$ cat src/rtl/lut_cmp_decoder.sv
// lut_cmp_decoder
//   Decides whether a k-input LUT truth table is a single-threshold compare
//   of its input value against a constant. If it is, the block reports the
//   canonical form (lt or ge) and the threshold. The mask is scanned one entry
//   per cycle in ascending numeric order of the input value. The order is
//   either unsigned or two's complement.
//
//   Optional build macro: LUT_CMP_DEC_EARLY_EXIT_EN
//     When this macro is defined, the scan stops as soon as a second value
//     transition is seen. The result is the same as without the macro; only
//     the latency changes.
//
// Ports
//   CLK     in   clock, rising edge
//   SRST_N  in   synchronous active-low reset
//   START   in   begin decode, sampled only in IDLE
//   MASK    in   truth table; bit n is the LUT output for input pattern n
//   WIDTH   in   active LUT input count (1..LUT_WIDTH legal)
//   SIGNED  in   treat the input pattern as two's complement
//   BUSY    out  scan in progress
//   DONE    out  one-cycle pulse when the result is final
//   VALID   out  mask is a single-threshold comparison
//   ERR     out  illegal WIDTH
//   OP      out  0 = lt, 3 = ge
//   CONST   out  threshold, two's complement, LUT_WIDTH+1 bits
module lut_cmp_decoder #(
   parameter  int unsigned LUT_WIDTH = 4,
   localparam int unsigned MASK_W    = 1 << LUT_WIDTH
) (
   input  logic                 CLK,
   input  logic                 SRST_N,
   input  logic                 START,
   input  logic [MASK_W-1:0]    MASK,
   input  logic [2:0]           WIDTH,
   input  logic                 SIGNED,
   output logic                 BUSY,
   output logic                 DONE,
   output logic                 VALID,
   output logic                 ERR,
   output logic [1:0]           OP,
   output logic [LUT_WIDTH:0]   CONST
);

   localparam int unsigned CW    = LUT_WIDTH + 1;
   localparam logic [2:0]  MAX_W = 3'(LUT_WIDTH);
   localparam logic [1:0]  OP_LT = 2'd0;
   localparam logic [1:0]  OP_GE = 2'd3;

   typedef enum logic [1:0] {
      IDLE = 2'd0,
      SCAN = 2'd1,
      FIN  = 2'd2
   } state_t;

   state_t                 state_q, state_d;

   // Registered outputs
   logic                   busy_q,  busy_d;
   logic                   done_q,  done_d;
   logic                   valid_q, valid_d;
   logic                   err_q,   err_d;
   logic [1:0]             op_q,    op_d;
   logic [CW-1:0]          const_q, const_d;

   // Latched operands
   logic [MASK_W-1:0]      mask_q,   mask_d;
   logic [2:0]             width_q,  width_d;
   logic                   signed_q, signed_d;

   // Scan state
   logic [LUT_WIDTH-1:0]   step_q,  step_d;
   logic                   first_q, first_d;
   logic                   prev_q,  prev_d;
   logic [1:0]             tcnt_q,  tcnt_d;
   logic [LUT_WIDTH-1:0]   tpos_q,  tpos_d;

   // Scan datapath helpers
   logic [LUT_WIDTH-1:0]   sign_flip;
   logic [LUT_WIDTH-1:0]   idx;
   logic [LUT_WIDTH-1:0]   last_i;
   logic                   bit_cur;
   logic                   first_n;
   logic [1:0]             tcnt_n;
   logic [LUT_WIDTH-1:0]   tpos_n;
   logic [CW-1:0]          base;
   logic                   finish;

   // Address of the current entry. In signed mode the MSB of the step is
   // flipped, so that the most negative value is visited first.
   always_comb begin
      sign_flip = '0;
      if (signed_q) begin
         sign_flip = LUT_WIDTH'(1) << (width_q - 3'd1);
      end
      idx     = step_q ^ sign_flip;
      last_i  = LUT_WIDTH'((CW'(1) << width_q) - CW'(1));
      bit_cur = mask_q[idx];
      base    = '0;
      if (signed_q) begin
         base = CW'(0) - (CW'(1) << (width_q - 3'd1));
      end
   end

   // Transition tracking that includes the current entry
   always_comb begin
      first_n = first_q;
      tcnt_n  = tcnt_q;
      tpos_n  = tpos_q;
      if (step_q == '0) begin
         first_n = bit_cur;
         tcnt_n  = 2'd0;
         tpos_n  = '0;
      end else if (bit_cur != prev_q) begin
         if (tcnt_q != 2'd2) begin
            tcnt_n = tcnt_q + 2'd1;
         end
         if (tcnt_q == 2'd0) begin
            tpos_n = step_q;
         end
      end
   end

   // The scan ends after the last entry, or on a second transition when
   // early exit is built in.
   always_comb begin
      finish = (step_q == last_i);
`ifdef LUT_CMP_DEC_EARLY_EXIT_EN
      if (tcnt_n == 2'd2) begin
         finish = 1'b1;
      end
`endif
   end

   // Next-state and output logic
   always_comb begin
      state_d  = state_q;
      busy_d   = busy_q;
      done_d   = 1'b0;
      valid_d  = valid_q;
      err_d    = err_q;
      op_d     = op_q;
      const_d  = const_q;
      mask_d   = mask_q;
      width_d  = width_q;
      signed_d = signed_q;
      step_d   = step_q;
      first_d  = first_q;
      prev_d   = prev_q;
      tcnt_d   = tcnt_q;
      tpos_d   = tpos_q;

      unique case (state_q)
         IDLE: begin
            if (START) begin
               mask_d   = MASK;
               width_d  = WIDTH;
               signed_d = SIGNED;
               step_d   = '0;
               first_d  = 1'b0;
               prev_d   = 1'b0;
               tcnt_d   = 2'd0;
               tpos_d   = '0;
               valid_d  = 1'b0;
               op_d     = OP_LT;
               const_d  = '0;
               if ((WIDTH == 3'd0) || (WIDTH > MAX_W)) begin
                  err_d   = 1'b1;
                  done_d  = 1'b1;
                  state_d = FIN;
               end else begin
                  err_d   = 1'b0;
                  busy_d  = 1'b1;
                  state_d = SCAN;
               end
            end
         end

         SCAN: begin
            first_d = first_n;
            prev_d  = bit_cur;
            tcnt_d  = tcnt_n;
            tpos_d  = tpos_n;
            step_d  = step_q + LUT_WIDTH'(1);
            if (finish) begin
               busy_d  = 1'b0;
               done_d  = 1'b1;
               state_d = FIN;
               if (tcnt_n == 2'd2) begin
                  valid_d = 1'b0;
                  op_d    = OP_LT;
                  const_d = '0;
               end else begin
                  valid_d = 1'b1;
                  // A transition inverts the polarity of the first entry:
                  // a true-then-false mask is lt, a false-then-true mask is ge.
                  op_d    = (first_n ^ (tcnt_n == 2'd1)) ? OP_GE : OP_LT;
                  const_d = (tcnt_n == 2'd1) ? (base + CW'(tpos_n)) : base;
               end
            end
         end

         FIN: begin
            state_d = IDLE;
         end

         default: begin
            state_d = IDLE;
            busy_d  = 1'b0;
         end
      endcase
   end

   // State and datapath registers
   always_ff @(posedge CLK) begin
      if (!SRST_N) begin
         state_q  <= IDLE;
         busy_q   <= 1'b0;
         done_q   <= 1'b0;
         valid_q  <= 1'b0;
         err_q    <= 1'b0;
         op_q     <= '0;
         const_q  <= '0;
         mask_q   <= '0;
         width_q  <= '0;
         signed_q <= 1'b0;
         step_q   <= '0;
         first_q  <= 1'b0;
         prev_q   <= 1'b0;
         tcnt_q   <= '0;
         tpos_q   <= '0;
      end else begin
         state_q  <= state_d;
         busy_q   <= busy_d;
         done_q   <= done_d;
         valid_q  <= valid_d;
         err_q    <= err_d;
         op_q     <= op_d;
         const_q  <= const_d;
         mask_q   <= mask_d;
         width_q  <= width_d;
         signed_q <= signed_d;
         step_q   <= step_d;
         first_q  <= first_d;
         prev_q   <= prev_d;
         tcnt_q   <= tcnt_d;
         tpos_q   <= tpos_d;
      end
   end

   assign BUSY  = busy_q;
   assign DONE  = done_q;
   assign VALID = valid_q;
   assign ERR   = err_q;
   assign OP    = op_q;
   assign CONST = const_q;

endmodule
$ cat config.mk
export PLATFORM = sky130hd
export DESIGN_NAME = lut_cmp_decoder
export DESIGN_NICKNAME = d
export VERILOG_FILES = /design/src/rtl/lut_cmp_decoder.sv
export SDC_FILE = /design/constraint.sdc
export NUM_CORES = 1
export LEC_CHECK = 0
export ABC_AREA = 1
export CORE_ASPECT_RATIO = 1.2
export CORE_MARGIN = 2
export CORE_UTILIZATION = 53
export CTS_CLUSTER_SIZE = 25
export DETAILED_ROUTE_END_ITERATION = 8
export PLACE_DENSITY_LB_ADDON = 0.05
export SYNTH_ARGS = -nofsm -noshare
export SYNTH_HDL_FRONTEND = slang
export SYNTH_SLANG_ARGS = --single-unit
export TNS_END_PERCENT = 10
$ cat constraint.sdc
create_clock -name CLK -period 3.2 [get_ports CLK]
set_input_delay 0.64 -clock CLK [delete_from_list [all_inputs] [get_ports CLK]]
set_output_delay 0.64 -clock CLK [all_outputs]
set_load 0.02 [all_outputs]
; Word level (Yosys, flattened, before mapping)
; Index checks and enable logic that the tools add are counted.
[word_totals]
latchBits = 0
ramBits = 0
n_memories = 0
inputBits = 23
output_inout_bits = 11
ff_bits = 45
mem_bits_ro = 0
wordCells = 93
[op_classes]
eq_ne = 10
reduce_logical = 11
n_shift = 3
order_cmp = 2
n_mul = 0
n_addsub = 6
mux = 43
div = 0
n_bitwise = 3
[op_table]
columns = cell, n
row1 = $mux W5, 5
row2 = $mux W2, 10
row3 = $mux W4, 5
row4 = $pmux W4 S2, 2
row5 = $pmux W2 S2, 3
row6 = $mux W1, 11
row7 = $pmux W5 S2, 1
row8 = $ne A2 B2 Y1 const B, 4
row9 = $pmux W1 S2, 4
row10 = $shl A1 B3 Y4 const A, 2
row11 = $reduce_and A2 Y1, 3
row12 = $add A5 B4 Y5, 1
row13 = $lt A4 B5 Y1 const B, 1
row14 = $shl A1 B3 Y5 const A, 1
row15 = $sub A1 B5 Y5 const A, 1
row16 = $add A4 B1 Y4 const B, 1
row17 = $bmux W1 S4, 1
row18 = $eq A2 B1 Y1 const B, 2
row19 = $eq A2 B2 Y1 const B, 2
row20 = $eq A4 B4 Y1, 1
row21 = $logic_not A2 Y1, 2
row22 = $logic_not A4 Y1, 1
row23 = $reduce_and A4 Y1, 1
row24 = $sub A4 B2 Y4 const B, 1
row25 = other kinds (12), 12

; Depth between registers and ports, before layout
; Gate-level depths: netlist of the first run.
[logic_depth]
depth_word = 15
mapped_depth = 24
ltp_nobuf = 24

; Worst setup path before layout of the first run
; Ideal clock, no wire load.
[synth_timing]
kind = register to register
from = reg width_q[2]
to = reg const_q[4], in the netlist CONST[4]
path_stages_with_launch = 22
synth_period_minus_slack_ns = 2.943
setup_ns = 0.070
t_arrival_ns = 2.872
t_required_ns = 3.130
path_buffers = 1
slack_ns = 0.257
cell_sequence = dfxtp_1 > buf_2 > nor3_2 > nand2_1 > xor2_1 > clkinv_1 > nand3_1 > nand3_1 > nand3_1 > nand2_2 > nand2_2 > inv_2 > nand2_1 > o211a_1 > ha_1 > inv_1 > fa_1 > o21ai_0 > nand3_1 > nand2_1 > nand3_1 > a21oi_1
[synth_via]
elab_chain_cells = 14
word_cells_on_any_way = 26
classes_between = add/sub: 4 / eq/ne: 5 / shift: 3 / mux: 12 / bitwise: 1 / reduce/logical: 1
[synth_rtl]
columns = element, line
row1 = from (decl), 67  ; logic [2:0] width_q, width_d;
row2 = from (signal assigned), 240  ; width_q <= width_d;
row3 = $sub A3 B1 Y3, "93, 100"
row4 = $shl A1 B3 Y4, 93  ; sign_flip = LUT_WIDTH'(1) << (width_q - 3'd1);
row5 = $mux W4, 92  ; if (signed_q) begin
row6 = $xor A4 B4 Y4, 95  ; idx = step_q ^ sign_flip;
row7 = $bmux W1 S4, 97  ; bit_cur = mask_q[idx];
row8 = $mux W1 (not written as such), 97
row9 = $ne A1 B1 Y1, 113  ; end else if (bit_cur != prev_q) begin
row10 = $mux W4 or $mux W2 (tied branches), 113
row11 = $mux W4 or $mux W2 (tied branches), 109  ; if (step_q == '0) begin
row12 = $add A5 B4 Y5 or $eq A2 B1 Y1 (tied branches), 197  ; const_d = (tcnt_n == 2'd1) ? (base + CW'(tpos_n)) : base;
row13 = $mux W5, 197
row14 = $mux W5, 188  ; if (tcnt_n == 2'd2) begin
row15 = $mux W5, 184  ; if (finish) begin
row16 = $pmux W5 S2, 152  ; unique case (state_q)
row17 = to (signal assigned), 238  ; const_q <= const_d;
row18 = to (decl), 63  ; logic [CW-1:0] const_q, const_d;
; Parallel ways exist; a longest one is shown, timed or not. The select of a mux whose other input is x is not followed.
; A chain may end at the register's enable or synchronous reset.

; Worst setup path in the final report of the first run
[layout_timing]
from = reg width_q[0]
to = reg const_q[2], in the netlist CONST[2]
; The elaborated chain is that of the path after synthesis.

==> results of run 1 <==
[metal layers]
layer	part of all wire	vias up	track usage	wire [um]
met3	0.029	17	0.0430	168
met5	0	-	0	0
met2	0.52	51	0.407	2980
met4	0.035	0	0.122	200
li1	-	1237	-	-
met1	0.41	1102	0.272	2370
[worst register-to-register path: stages (launching register included)]
cell and delay (ps):
dfxtp_2 340, inv_2 70, nor2_4 200, nand3_4 120
nand2_4 120, nand2_4 70, nand2_1 60, nand3_1 70
nand3_1 110, nand3_2 110, nand2_1 120, nand2_2 70
nand2_2 70, nand2_2 70, inv_4 80, o211a_1 160
ha_1 160, inv_1 50, fa_2 350, xor2_1 190
nand3_1 100, nand3_1 100, a21oi_1 70
[where the power goes]
| part | switching (mW) | internal [mW] | leakage, nW |
|---|---|---|---|
| registers | 0.0297 | 0.587 | 0.362 |
| logic | 0.225 | 0.152 | 0.866 |
| clock network | 0.189 | 0.176 | 0.0455 |
| total | 0.444 | 0.915 | 1.27 |
[sequential cells by signal, summed over array words and instances (netlist names)]
name	cells
first_q	1
mask_q	16
prev_q	1
state_q	2
DONE	1
VALID	1
tcnt_q	2
OP	1
step_q	4
BUSY	1
ERR	1
signed_q	1
width_q	3
CONST	5
tpos_q	4
[logic make-up after synthesis]
group           count (synthesis)
fa+ha+maj                      10
flops                          44
xor+xnor                       10
buf+inv                        49
simple gates                  177
compound gates                 63
[per-stage QoR]
stage / TNS, ps / cells / utilization / hold slack (ps) / worst slack, ps
2_1_floorplan: 0 / 353 / - / 441 / 257
3_3_place_gp: 0 / 441 / 0.634 / 452 / 82.6
3_5_place_dp: -25.7 / 441 / 0.634 / 459 / -25.7
4_1_cts: 0 / 449 / 0.656 / 471 / 62.0
5_1_grt: -119 / 452 / 0.678 / 488 / -47.4
6_report: 0 / 452 / 0.678 / 468 / 215
[layout by cell type (no fill, tap or decap), drive strengths merged, types with 2 or more instances in the layout]
cell type	count
a21oi	28
buf	12
clkbuf	8
clkdlybuf4s50	33
clkinv	4
dfxtp	44
ha	9
inv	33
nand2	75
nand3	43
nand4	6
nor2	47
nor3	3
o211a	2
o21ai	28
xnor2	4
xor2	6
[timing repair]
item | CTS | global route
buffers inserted | 0 | 3
hold buffers | 0 | 0
endpoints found under the setup margin | 1 | 4
resized for setup | 3 | 19
pin swaps | 0 | 9
[synth_stat cells (all sizes together)]
cell type  number
o211a           2
o21a            1
nor2           47
a221oi          1
inv            33
fa              1
xor2            6
ha              9
a21oi          28
nor3            3
nand3b          1
a2bb2oi         1
dfxtp          44
o311ai          1
nand2          75
buf             4
or2             1
o21ai          28
xnor2           4
nor4            1
clkinv          4
a211oi          1
nand4           6
clkbuf          8
nand3          43
[final cells by class]
| cell class | count | area, sq um |
|---|---|---|
| clock buffers | 8 | 90.1 |
| fillers | 441 | 1460 |
| inverters | 37 | 144 |
| multi-input cells | 260 | 1460 |
| flip-flops and latches | 44 | 886 |
| well taps | 58 | 72.6 |
| repair buffers | 45 | 420 |
[final timing paths]
path,slack (ps),end
min reg2reg,470,CONST[1]
max reg2reg,220,CONST[2]
min,470,CONST[1]
max,220,CONST[2]
==> qor.tcl, run 1 <==
set qor(max_slew_margin) 0.569
set qor(grt.overflow.total) 0
set qor(dpl-instance-area_sq_um) 2870
set qor(place.gp.congestion) 0.849
set qor(total_wire_length_after_detailed_routing_um) 5710
set qor(finalWorstPathRequiredPeriod_ps) 2980
set qor(min_period_over_period) 0.933
set qor(timing.final.max_slew_violations) 0
set qor(wl_per_cell_um) 12.6
set qor(post_synth_xor_area_fraction) 0.0357
set qor(synthSimpleGateAreaFrac) 0.328
set qor(detail-route-antenna-nets) 0
set qor(drt_pass1_iterations) 4
set qor(vdd_ir_drop_max_mv) 0.334
set qor(hold_violations) 0
set qor(rows) 27
set qor(synth.top_cell.area_share) 0.359
set qor(cell_leakage_power_nw) 1.27
set qor(p_per_area_nw_per_um2) 443
set qor(critical_path.max_stage_delay_ps) 350
set qor(synth-adder-area-share) 0.0541
set qor(areaGrowthSynthToFinish_pct) 25.1
set qor(post_synth_main_area_contributors) {dfxtp_1, nand2_1, nand3_1, nor2_1, o21ai_0}
set qor(synth.cell_area_sq_um) 2450
set qor(timing.critical_path.max_delay_family) {simple AND/OR/NAND/NOR gates}
set qor(timing.critical_path.fanout_max) 7
set qor(grt_use_total) 0.236
set qor(worst_r2r_startpoint) {width_q[0]}
set qor(crit_cells) 22
set qor(critical_path_required_ps) 3350
set qor(placement.io_buffers) 33
set qor(min-delay-start) {CONST[1]}
set qor(final.setup_skew_ps) 9.32
set qor(total_inserted_antenna_cells) 0
set qor(design.core.area_sq_um) 4530
set qor(timing.critical_path.cells) {inv_2, nor2_4, nand3_4, nand2_4, nand2_4, nand2_1, nand3_1, nand3_1, nand3_2, nand2_1, nand2_2, nand2_2, nand2_2, inv_4, o211a_1, ha_1, inv_1, fa_2, xor2_1, nand3_1, nand3_1, a21oi_1}
set qor(htreeDepth) 2
set qor(clk_pin_slew_ps) 80
set qor(finalPower_mw) 1.36
set qor(die_area_sq_um) 5190
set qor(synth_top_family_by_area) {simple AND/OR/NAND/NOR gates}
set qor(cap_viol_max_count) 0
set qor(drt_drc_violations_left) 0
set qor(final_layout_size_suffix_gt1_frac) 0.137
set qor(critPathLaunch) {width_q[0]}
set qor(crit_top_cell) {nand3_1}
set qor(setup.worst_path.class) {register to register}
set qor(worst_ep_arrival_time_ps) 3140
set qor(yosys.area.top_type) {dfxtp_1}
set qor(critical-path-slowest-cell) {fa_2}
set qor(rr_worst_depth) 22
set qor(effective_utilization_at_floorplan) 0.542
set qor(worst-path-buf-inv) 3
set qor(syn_avg_cell_area_sq_um) 6.95
set qor(synth.net_count) 386
set qor(ys_warn_count) 0
set qor(floorplan.die.width_um) 66.1
set qor(initial_antenna_violation_count) 0
set qor(cts_buffers) 5
set qor(grt_start_max_net_pins) 29
set qor(synth.area.mux_share) 0
set qor(postSynthCellCount) 353
set qor(synth_seq_area_share) 0.359
set qor(die_height_um) 78.5
set qor(drtIter0Drc) 120
set qor(final_cell_area_sq_um) 3070
set qor(timing.critical_path.to_type) {register}
set qor(worst-slew-pin-transition_ps) 646
set qor(hold-path-cell-count) 2
set qor(status) {completed}
set qor(floorplan.io_pins) 34
set qor(detailroute.via_count) 2407
set qor(cts_num_sinks) 44
set qor(clock_tree_from_tritoncts) {yes}
set qor(min_path_type) {register to register}
set qor(timing.fmax_ghz) 0.335
set qor(worstSetupStartpointType) {register}
set qor(final_net_count) 426
set qor(cts_root_buffer) {clkbuf_8}
set qor(setup_viol) 0
set qor(grt_first_pass_wirelength_um) 9580
set qor(cts_buffer_depth) 2
set qor(ratio_of_routed_vias_to_standard_cells) 5.33
set qor(synth-compound-area-share) 0.144
set qor(hpwl_um) 4240
set qor(first_global_vias) 2196
set qor(insertion_delay_ps) 290
set qor(synth_seq_cells) 44
set qor(post_synth_num_cell_types) 35
Power figures use the tool's default switching activity.
==> inputs of run 2 (changes only) <==
Settings changed: CTS_CLUSTER_SIZE 25 to unset.
==> results of run 2 <==
No change in the layout: final DEF, timing and power equal those of run 1.
==> inputs of run 3 (changes only) <==
Settings changed: SKIP_CTS_REPAIR_TIMING set to 1.
==> run 3 against run 2 <==
Sequential share of layout area is the same. Register-to-register slack lost 40 ps. Via count shrank 0.29%. Die area is the same. Clock skew grew 0.81 ps. Largest power group unchanged. Combinational power is essentially flat. Global-route usage shrank 0.12 points. Non-clock buffer count is the same. Sequential power is essentially flat. Critical endpoint unchanged. Cell count is the same.
==> qor.tcl, run 3 (synthesized netlist as in run 1, its figures left out) <==
set qor(final_layout_size_suffix_gt1_frac) 0.137 ;# unchanged
set qor(cts_root_buffer) {clkbuf_8}
set qor(effective_utilization_at_floorplan) 0.542 ;# unchanged
set qor(rows) 27 ;# unchanged
set qor(floorplan.die.width_um) 66.1 ;# unchanged
set qor(cts_buffer_depth) 2 ;# unchanged
set qor(insertion_delay_ps) 300 ;# about the same
set qor(design.core.area_sq_um) 4530 ;# unchanged
set qor(cts_num_sinks) 44 ;# unchanged
set qor(detail-route-antenna-nets) 0 ;# unchanged
set qor(hold_ws_ps) 468 ;# -0.751 ps
set qor(finalWorstPathRequiredPeriod_ps) 3030 ;# +42.2 ps
set qor(least_setup_slack_across_all_paths_after_layout_ps) 173 ;# -42.2 ps
set qor(largest_register_ffs) 16 ;# unchanged
set qor(hold-path-cell-count) 2 ;# unchanged
set qor(detailroute.via_count) 2400 ;# -0.29%
set qor(hold_violations) 0 ;# unchanged
set qor(drtIter0Drc) 115 ;# -4.2%
set qor(preCtsSetupSlack_ps) -25.7 ;# unchanged
set qor(die_height_um) 78.5 ;# unchanged
set qor(p_per_area_nw_per_um2) 444 ;# +0.26%
set qor(clock_tree_from_tritoncts) {yes}
set qor(hpwl_um) 4240 ;# unchanged
set qor(areaGrowthSynthToFinish_pct) 25.1 ;# unchanged
set qor(drt_drc_violations_left) 0 ;# unchanged
set qor(status) {completed}
set qor(final_net_count) 426 ;# unchanged
set qor(timing.final.max_slew_violations) 0 ;# unchanged
set qor(setup_viol) 0 ;# unchanged
set qor(total_wire_length_after_detailed_routing_um) 5820 ;# +1.8%
set qor(die_area_sq_um) 5190 ;# unchanged
set qor(finalPower_mw) 1.36 ;# +0.26%
set qor(critical_path_required_ps) 3350 ;# about the same
set qor(vdd_ir_drop_max_mv) 0.335 ;# +0.34%
set qor(place.gp.congestion) 0.849 ;# unchanged
set qor(grt_use_total) 0.235 ;# -0.00118
set qor(min_period_over_period) 0.946 ;# +0.0132
set qor(grt_first_pass_wirelength_um) 9540 ;# -0.51%
set qor(layout_commonest_cell) {nand2_1}
set qor(final.setup_skew_ps) 10.1 ;# +0.808 ps
set qor(first_global_vias) 2172 ;# -1.1%
set qor(max_slew_margin) 0.563 ;# -0.00585
set qor(multi_input_comb_area_sq_um) 1460 ;# unchanged
set qor(floorplan.io_pins) 34 ;# unchanged
set qor(min_path_type) {register to register}
set qor(timing.critical_path.fanout_max) 7 ;# unchanged
set qor(clk_pin_slew_ps) 80 ;# about the same
set qor(cap_viol_max_count) 0 ;# unchanged
set qor(cts_buffers) 5 ;# unchanged
set qor(grt_start_max_net_pins) 29 ;# unchanged
set qor(layout.area.seq_sq_um) 886 ;# unchanged
set qor(layout_common_cells) {nand2_1, nor2_1, dfxtp_1, nand3_1, clkdlybuf4s50_1}
set qor(worst_ep_arrival_time_ps) 3180 ;# +40 ps
set qor(rr_worst_depth) 20 ;# -9.1%
set qor(total_inserted_antenna_cells) 0 ;# unchanged
set qor(timing.critical_path.to_type) {register}
set qor(timing.fmax_ghz) 0.330 ;# -1.4%
set qor(top_register) {mask_q}
set qor(drt_pass1_iterations) 4 ;# unchanged
set qor(cell_leakage_power_nw) 1.27 ;# unchanged
set qor(worstSetupStartpointType) {register}
set qor(initial_antenna_violation_count) 0 ;# unchanged
set qor(grt.overflow.total) 0 ;# unchanged
set qor(ratio_of_routed_vias_to_standard_cells) 5.31 ;# -0.29%
set qor(setup.worst_path.class) {register to register}
set qor(worst-slew-pin-transition_ps) 651 ;# +4.48 ps
set qor(htreeDepth) 2 ;# unchanged
set qor(n_fill_cell) 444 ;# +0.68%
set qor(placement.io_buffers) 33 ;# unchanged
set qor(wl_per_cell_um) 12.9 ;# +1.8%
-- run 3: cell counts in the layout (fill, tap and decap cells not counted) --
No cell type changed its count.
-- run 3: through the flow --
step                setup TNS, ps   util  cells  area [sq um]
detailed placement          -25.7  0.634    441          2870
global route                 -130  0.678    452          3070
CTS                          -101  0.654    449          2960
global placement                0  0.634    441          2870
finish                          0  0.678    452          3070
floorplan                       0      -    353          2450
-- run 3: critical path: stages (launching register included) --
cell and delay [ps]:
dfxtp_2 410, inv_2 60, nor3_2 130, nand2_1 110, xor2_2 220, clkinv_1 160, nand3_1 130, nand3_2 100
nand2_1 110, nand2_2 70, nand2_2 70, nand2_2 70, inv_4 80, o211a_1 160, ha_1 160, inv_1 50
fa_2 350, xor2_1 190, nand3_1 100, nand3_1 100, a21oi_1 70
-- run 3: where the power goes --
part,internal (mW),switching (mW)
combinational,0.152,0.227
clock,0.176,0.190
sequential,0.587,0.0297
total,0.915,0.447
-- run 3: layout make-up --
| type | instances | area share |
|---|---|---|
| Timing Repair Buffer | 45 | 0.137 |
| Sequential cell | 44 | 0.289 |
| Clock buffer | 8 | 0.0294 |
| Tap cell | 58 | 0.0237 |
| Inverter | 37 | 0.0469 |
| Multi-Input combinational cell | 260 | 0.474 |
-- run 3: path summary, 6_finish.rpt --
check / start / end / slack (ps)
setup / recovery: width_q[1] / CONST[2] / 170
hold / removal: CONST[1] / CONST[1] / 470
setup reg to reg: width_q[1] / CONST[2] / 170
hold reg to reg: CONST[1] / CONST[1] / 470
-- run 3: metal layers --
| layer | vias to the layer above | routed length (um) | global-route usage |
|---|---|---|---|
| met1 | 1097 | 2430 | 0.271 |
| met2 | 46 | 3030 | 0.411 |
| met3 | 17 | 161 | 0.0401 |
| met4 | 0 | 192 | 0.112 |
| met5 | - | 0 | 0 |
| li1 | 1240 | - | - |
